### config.mk
export PLATFORM = sky130hd
export DESIGN_NAME = fu_wakeup_arbiter_flat
export DESIGN_NICKNAME = d
export VERILOG_FILES = /design/src/rtl/fu_wakeup_arbiter_if.sv /design/src/rtl/fu_wakeup_arbiter.sv /design/src/flat_wrapper.sv
export SDC_FILE = /design/constraint.sdc
export NUM_CORES = 1
export LEC_CHECK = 0
export ABC_AREA = 1
export BUFFER_PORTS_ARGS = -buffer_cell sky130_fd_sc_hd__buf_2
export CAP_MARGIN = 10
export CORE_MARGIN = 5
export CORE_UTILIZATION = 52
export DETAILED_ROUTE_END_ITERATION = 12
export GPL_ROUTABILITY_DRIVEN = 0
export PLACE_DENSITY = 0.9
export SETUP_SLACK_MARGIN = 0.2
export SLEW_MARGIN = 15
export SYNTH_ARGS = -nofsm -noshare
export SYNTH_HDL_FRONTEND = slang
export SYNTH_SLANG_ARGS = --single-unit
### constraint.sdc
create_clock -name clk -period 2.26 [get_ports clk]
set_input_delay 0.339 -clock clk [delete_from_list [all_inputs] [get_ports clk]]
set_output_delay 0.339 -clock clk [all_outputs]
set_load 0.05 [all_outputs]
### src/rtl/fu_wakeup_arbiter_if.sv
// Wakeup-bus bundle between N_FU functional units / dispatch and the wakeup arbiter.
interface fu_wakeup_arbiter_if #(
  parameter int N_FU = 4
);
  logic                 flush;
  logic [N_FU-1:0]      fu_wakeup_active;
  logic [6*N_FU-1:0]    fu_wakeup_rob_index;
  logic [6*N_FU-1:0]    fu_wakeup_tag;
  logic [32*N_FU-1:0]   fu_wakeup_value;
  logic [N_FU-1:0]      fu_dispatch_ok;
  logic                 wakeup_active;
  logic [5:0]           wakeup_rob_index;
  logic [5:0]           wakeup_tag;
  logic [31:0]          wakeup_value;
  logic [2:0]           wakeup_fu;
  logic [3:0]           pending_count;
  logic                 overflow;

  modport master (
    output flush, fu_wakeup_active, fu_wakeup_rob_index, fu_wakeup_tag, fu_wakeup_value,
    input  fu_dispatch_ok, wakeup_active, wakeup_rob_index, wakeup_tag, wakeup_value,
           wakeup_fu, pending_count, overflow
  );

  modport slave (
    input  flush, fu_wakeup_active, fu_wakeup_rob_index, fu_wakeup_tag, fu_wakeup_value,
    output fu_dispatch_ok, wakeup_active, wakeup_rob_index, wakeup_tag, wakeup_value,
           wakeup_fu, pending_count, overflow
  );
endinterface

### src/rtl/fu_wakeup_arbiter.sv
// Captures one-cycle FU completion pulses into per-FU slots and drains them
// round-robin, one per cycle, onto the shared wakeup bus.
module fu_wakeup_arbiter #(
  parameter int N_FU = 4
) (
  input  logic                  clk,
  input  logic                  reset,
  fu_wakeup_arbiter_if.slave    io
);
  localparam int unsigned PTR_W = $clog2(N_FU);
  localparam int unsigned IDX_W = 6;
  localparam int unsigned VAL_W = 32;
  localparam int unsigned CNT_W = 4;

  logic [N_FU-1:0]   r_valid;
  logic [IDX_W-1:0]  r_rob   [N_FU];
  logic [IDX_W-1:0]  r_tag   [N_FU];
  logic [VAL_W-1:0]  r_value [N_FU];
  logic [PTR_W-1:0]  r_rr_ptr;
  logic              r_overflow;

  logic              w_found;
  logic [PTR_W-1:0]  w_win;
  logic [PTR_W-1:0]  w_idx;
  logic [N_FU-1:0]   w_grant;
  logic [CNT_W-1:0]  w_cnt;
  logic              w_ovf;

  // Round-robin pick: scan from the far end back so the slot nearest rr_ptr wins last.
  always_comb begin
    w_found = 1'b0;
    w_win   = '0;
    w_idx   = '0;
    w_grant = '0;
    for (int k = N_FU - 1; k >= 0; k--) begin
      w_idx = PTR_W'((int'(r_rr_ptr) + k) % N_FU);
      if (r_valid[w_idx]) begin
        w_found = 1'b1;
        w_win   = w_idx;
      end
    end
    w_grant[w_win] = w_found;
  end

  always_comb begin
    w_cnt = '0;
    for (int i = 0; i < N_FU; i++) begin
      w_cnt = w_cnt + CNT_W'(r_valid[i]);
    end
  end

  // A completion landing on a held, ungranted slot would lose the older result.
  assign w_ovf = !io.flush && (|(io.fu_wakeup_active & r_valid & ~w_grant));

  assign io.wakeup_active    = w_found;
  assign io.wakeup_rob_index = r_rob[w_win];
  assign io.wakeup_tag       = r_tag[w_win];
  assign io.wakeup_value     = r_value[w_win];
  assign io.wakeup_fu        = 3'(w_win);
  assign io.fu_dispatch_ok   = ~r_valid | w_grant;
  assign io.pending_count    = w_cnt;
  assign io.overflow         = r_overflow;

  always_ff @(posedge clk or negedge reset) begin
    if (!reset) begin
      r_valid    <= '0;
      r_rr_ptr   <= '0;
      r_overflow <= 1'b0;
      for (int i = 0; i < N_FU; i++) begin
        r_rob[i]   <= '1;
        r_tag[i]   <= '0;
        r_value[i] <= '0;
      end
    end else begin
      for (int i = 0; i < N_FU; i++) begin
        if (io.flush) begin
          r_valid[i] <= 1'b0;
        end else if (io.fu_wakeup_active[i]) begin
          r_valid[i] <= 1'b1;
          r_rob[i]   <= io.fu_wakeup_rob_index[IDX_W*i +: IDX_W];
          r_tag[i]   <= io.fu_wakeup_tag[IDX_W*i +: IDX_W];
          r_value[i] <= io.fu_wakeup_value[VAL_W*i +: VAL_W];
        end else if (w_grant[i]) begin
          r_valid[i] <= 1'b0;
        end
      end
      if (!io.flush && w_found) begin
        r_rr_ptr <= (w_win == PTR_W'(N_FU - 1)) ? '0 : w_win + PTR_W'(1);
      end
      if (w_ovf) begin
        r_overflow <= 1'b1;
      end
    end
  end
endmodule

### src/flat_wrapper.sv
// flat-port wrapper written by rule: the top's interface ports become plain ports
module fu_wakeup_arbiter_flat 
#(
  parameter int N_FU = 4
)
  (clk, reset, io_flush, io_fu_wakeup_active, io_fu_wakeup_rob_index, io_fu_wakeup_tag, io_fu_wakeup_value, io_fu_dispatch_ok, io_wakeup_active, io_wakeup_rob_index, io_wakeup_tag, io_wakeup_value, io_wakeup_fu, io_pending_count, io_overflow);
  fu_wakeup_arbiter_if #(.N_FU(N_FU)) io_i ();
  input  logic clk;
  input  logic reset;
  input wire logic [$bits(io_i.flush)-1:0] io_flush;
  input wire logic [$bits(io_i.fu_wakeup_active)-1:0] io_fu_wakeup_active;
  input wire logic [$bits(io_i.fu_wakeup_rob_index)-1:0] io_fu_wakeup_rob_index;
  input wire logic [$bits(io_i.fu_wakeup_tag)-1:0] io_fu_wakeup_tag;
  input wire logic [$bits(io_i.fu_wakeup_value)-1:0] io_fu_wakeup_value;
  output wire logic [$bits(io_i.fu_dispatch_ok)-1:0] io_fu_dispatch_ok;
  output wire logic [$bits(io_i.wakeup_active)-1:0] io_wakeup_active;
  output wire logic [$bits(io_i.wakeup_rob_index)-1:0] io_wakeup_rob_index;
  output wire logic [$bits(io_i.wakeup_tag)-1:0] io_wakeup_tag;
  output wire logic [$bits(io_i.wakeup_value)-1:0] io_wakeup_value;
  output wire logic [$bits(io_i.wakeup_fu)-1:0] io_wakeup_fu;
  output wire logic [$bits(io_i.pending_count)-1:0] io_pending_count;
  output wire logic [$bits(io_i.overflow)-1:0] io_overflow;
  assign io_i.flush = io_flush;
  assign io_i.fu_wakeup_active = io_fu_wakeup_active;
  assign io_i.fu_wakeup_rob_index = io_fu_wakeup_rob_index;
  assign io_i.fu_wakeup_tag = io_fu_wakeup_tag;
  assign io_i.fu_wakeup_value = io_fu_wakeup_value;
  assign io_fu_dispatch_ok = io_i.fu_dispatch_ok;
  assign io_wakeup_active = io_i.wakeup_active;
  assign io_wakeup_rob_index = io_i.wakeup_rob_index;
  assign io_wakeup_tag = io_i.wakeup_tag;
  assign io_wakeup_value = io_i.wakeup_value;
  assign io_wakeup_fu = io_i.wakeup_fu;
  assign io_pending_count = io_i.pending_count;
  assign io_overflow = io_i.overflow;
  fu_wakeup_arbiter #(.N_FU(N_FU)) u_core (.clk(clk), .reset(reset), .io(io_i));
endmodule
==> run metrics <==
area share of the largest cell type after synthesis=between 40% and 50%; Synth area leaders=dfrtp_1 47%, mux2_2 24%, dfstp_2 7.5%; RSZ-0062 raised after global routing=true; violation count after the first detailed-route iteration=456; Least-Margin Pin Slew=roughly 0.52 ns; critical path type=flip-flop to primary output; Max Fanout on Critical Path=12; Slowest Stage Delay on Critical Path=between 0.4 and 0.5 ns; Primary FF master, synth=dfrtp_1; gr usage total=27.1%; MaxCap Viol Count=0; RR Endpoint=u_core.io.overflow; FMAX=roughly 360 MHz; # IOs=240; CTS Buffer Depth=2; P&R area growth vs syn=50.5%; Die ar.=18800 sq um; most frequent cells after synthesis=176 x mux2_2, 159 x dfrtp_1, 92 x nor2_1; dpl hpwl=roughly 17000 um; DR vias=approximately 7000; crit path cell chain=buf_6, o21ai_4, nor2_2, nor2_2, nand3_4, nand2_8, inv_16, buf_12, o21ai_1, o22ai_4, buf_6; drt wl/cell=22.8 um; Worst Path Arrival=approximately 2.5 ns; worst reg-to-reg setup slack=-0.39 ns; Post-synth EDFFs=0; failing checks=negative setup slack; Yosys top cell by area=dfrtp_1; first-pass GRT wire length=roughly 39000 um; Routed WL=around 28000 um; Core ar.=approximately 16000 sq um; Final TNS setup=-24.16 ns; Syn Area/Cell=11.7 sq um; r2r worst-path depth=20; Synth Warn #=0; count leader, synth=mux2_2; vias in the first global route=7588; clock root buffer master=clkbuf_16; # rows=between 40 and 50; final count of negative-setup-slack endpoints=54; chip width=137 um; Hold Crit Class=primary input to flip-flop; Slowest-stage cell, CP=dfrtp_2; Crit. End Element=primary output; Hold Path End=u_core.r_value[126]; Hold Vio Cnt, Final=0; Crit path max-delay family=buffers and inverters; Synth Register Bits=~180; Via density=between 5 and 6; status=finished, violations left; RR Startpoint=u_core.r_rr_ptr[0]; Netlist cell types=29; CTS Buf Count=17; TritonCTS clock tree=done; Initial DRT Pass Iterations=5; Overflow after GRT=0; Starting Density=~53%; Startpoint Class=flip-flop; Slew Limit Headroom=between 60% and 70%; hold path depth=2; H-tree depth=4; Antenna Nets Post-Route=0; Final Max Tran Viols=0; hold_sp=io_fu_wakeup_value[30]; DR DRC count=0; nets@finish=roughly 1200; port buffer count=~240; fraction of layout cells with a size suffix above 1=71.4%; Filler cells=around 870; minimum clock period=~2.8 ns; Die Y-Extent=approximately 140 um; clk_lat worst skew=around 0.44 ns; clk sinks=183; Layout Utilization=79.7%; sequential area share after synthesis=a little over half; Mapped Area=approximately 8400 sq um; pin count of the biggest net entering global routing=58; crit path buf inv count=4; Clock Pin Slew Worst Setup and Hold Paths=0.07 ns; Clock Skew=around 0.0083 ns; Req. time, crit path=around 1.9 ns; initial antenna violation count=3; Final period util=124%; Post-synth ARST share=between 90% and 100%; Final WS setup=-0.541 ns; Mapped Cells=around 720
routing by layer:
metal | up-vias | part of all wire [%] | GRT usage [%]
met3 | 84 | 7.2 | 6.17
met4 | 4 | 4.0 | 12.4
met5 | - | 0.050 | 0
li1 | 3081 | - | -
met2 | 347 | 53 | 47.1
met1 | 3604 | 36 | 32.1
what timing repair did:
action / in CTS / in global routing
gates resized for setup: 213 / 133
hold buffers: 1 / 0
endpoints found under the setup margin: 55 / 58
endpoints found under the hold margin: 49 / 0
cloned: 2 / 6
setup buffers: 1 / 12
pin swaps: 3 / 20
cell type report:
type | count | area [sq um] | area share [%]
Antenna cell | 1 | 2.50 | 0.0198
Clock buffer | 17 | 425 | 3.36
Clock inverter | 15 | 191 | 1.51
Inverter | 16 | 91.3 | 0.721
Multi-Input combinational cell | 476 | 4650 | 36.7
Sequential cell | 183 | 4610 | 36.4
Tap cell | 216 | 270 | 2.13
Timing Repair Buffer | 296 | 2420 | 19.1
state kept, by name, summed over array words and instances (netlist names):
name	cells
u_core.r_rob	24
u_core.r_value	128
u_core.r_valid	4
u_core.r_tag	24
u_core.r_rr_ptr	2
u_core.io.overflow	1
through the flow:
stage               worst slack [ns]  area, sq um  hold slack (ns)  std cells
floorplan                      0.149         9050           0.0434        722
global placement             -0.0837        10700            0.325       1165
detailed placement            -0.238        10700            0.333       1165
CTS                           -0.492        11900            0.123       1201
global route                  -0.637        12700            0.118       1220
finish                        -0.541        12700            0.129       1220
worst register-to-register path, delay by kind of cell (launching register included):
| kind | cells | cell delay (ns) |
|---|---|---|
| AOI/OAI and AO/OA | 1 | 0.19 |
| and+or+nand+nor | 13 | 1.12 |
| buffers and inverters | 5 | 0.64 |
| DFF | 1 | 0.45 |
| adders and majority gates | 1 | 0.13 |
how the worst max path moves through the flow:
stage | from | end | slack, ns | cells after the start
finish | u_core.r_rr_ptr[0] | io_wakeup_value[1] | -0.54 | 11
detailed placement | u_core.r_rr_ptr[0] | io_wakeup_value[10] | -0.24 | 11
global placement | u_core.r_rr_ptr[0] | io_wakeup_tag[2] | -0.08 | 11
floorplan | u_core.r_rr_ptr[0] | io_wakeup_rob_index[5] | 0.15 | 10
global route | u_core.r_rr_ptr[0] | io_wakeup_tag[4] | -0.64 | 11
CTS | u_core.r_rr_ptr[0] | io_wakeup_value[27] | -0.49 | 11
kinds of logic (layout without fill, tap and decap cells):
kind of cell	count (synthesis)	after routing	share of synthesized area [%]
flops	183	183	54.8
mux	176	176	23.5
simple gates	154	154	7.43
compound gates	140	140	9.11
buf+inv	63	344	4.43
fa+ha+maj	4	4	0.684
other cells	1	3	0.0445
cells in the final DEF (no fill, tap or decap), types with 3 or more instances in the layout:
master / instances
clkinvlp_4: 4
buf_16: 5
nor2_2: 29
o22ai_4: 44
buf_8: 11
nand2_2: 19
buf_12: 15
nand2_1: 19
o21ai_0: 3
clkbuf_16: 22
nand3_2: 3
nor2_4: 3
buf_6: 52
o21ai_2: 53
buf_2: 182
dfstp_2: 24
buf_4: 25
dfrtp_1: 157
bufinv_16: 3
ha_4: 3
inv_2: 5
nand3_4: 5
inv_6: 4
inv_1: 7
mux2_2: 176
nor2_1: 61
nand2_4: 7
o21ai_1: 29
o21ai_4: 8
nand3_1: 4
Power is not shown: default switching activity piles up to over one toggle a cycle in this logic, so the estimate is an artifact.
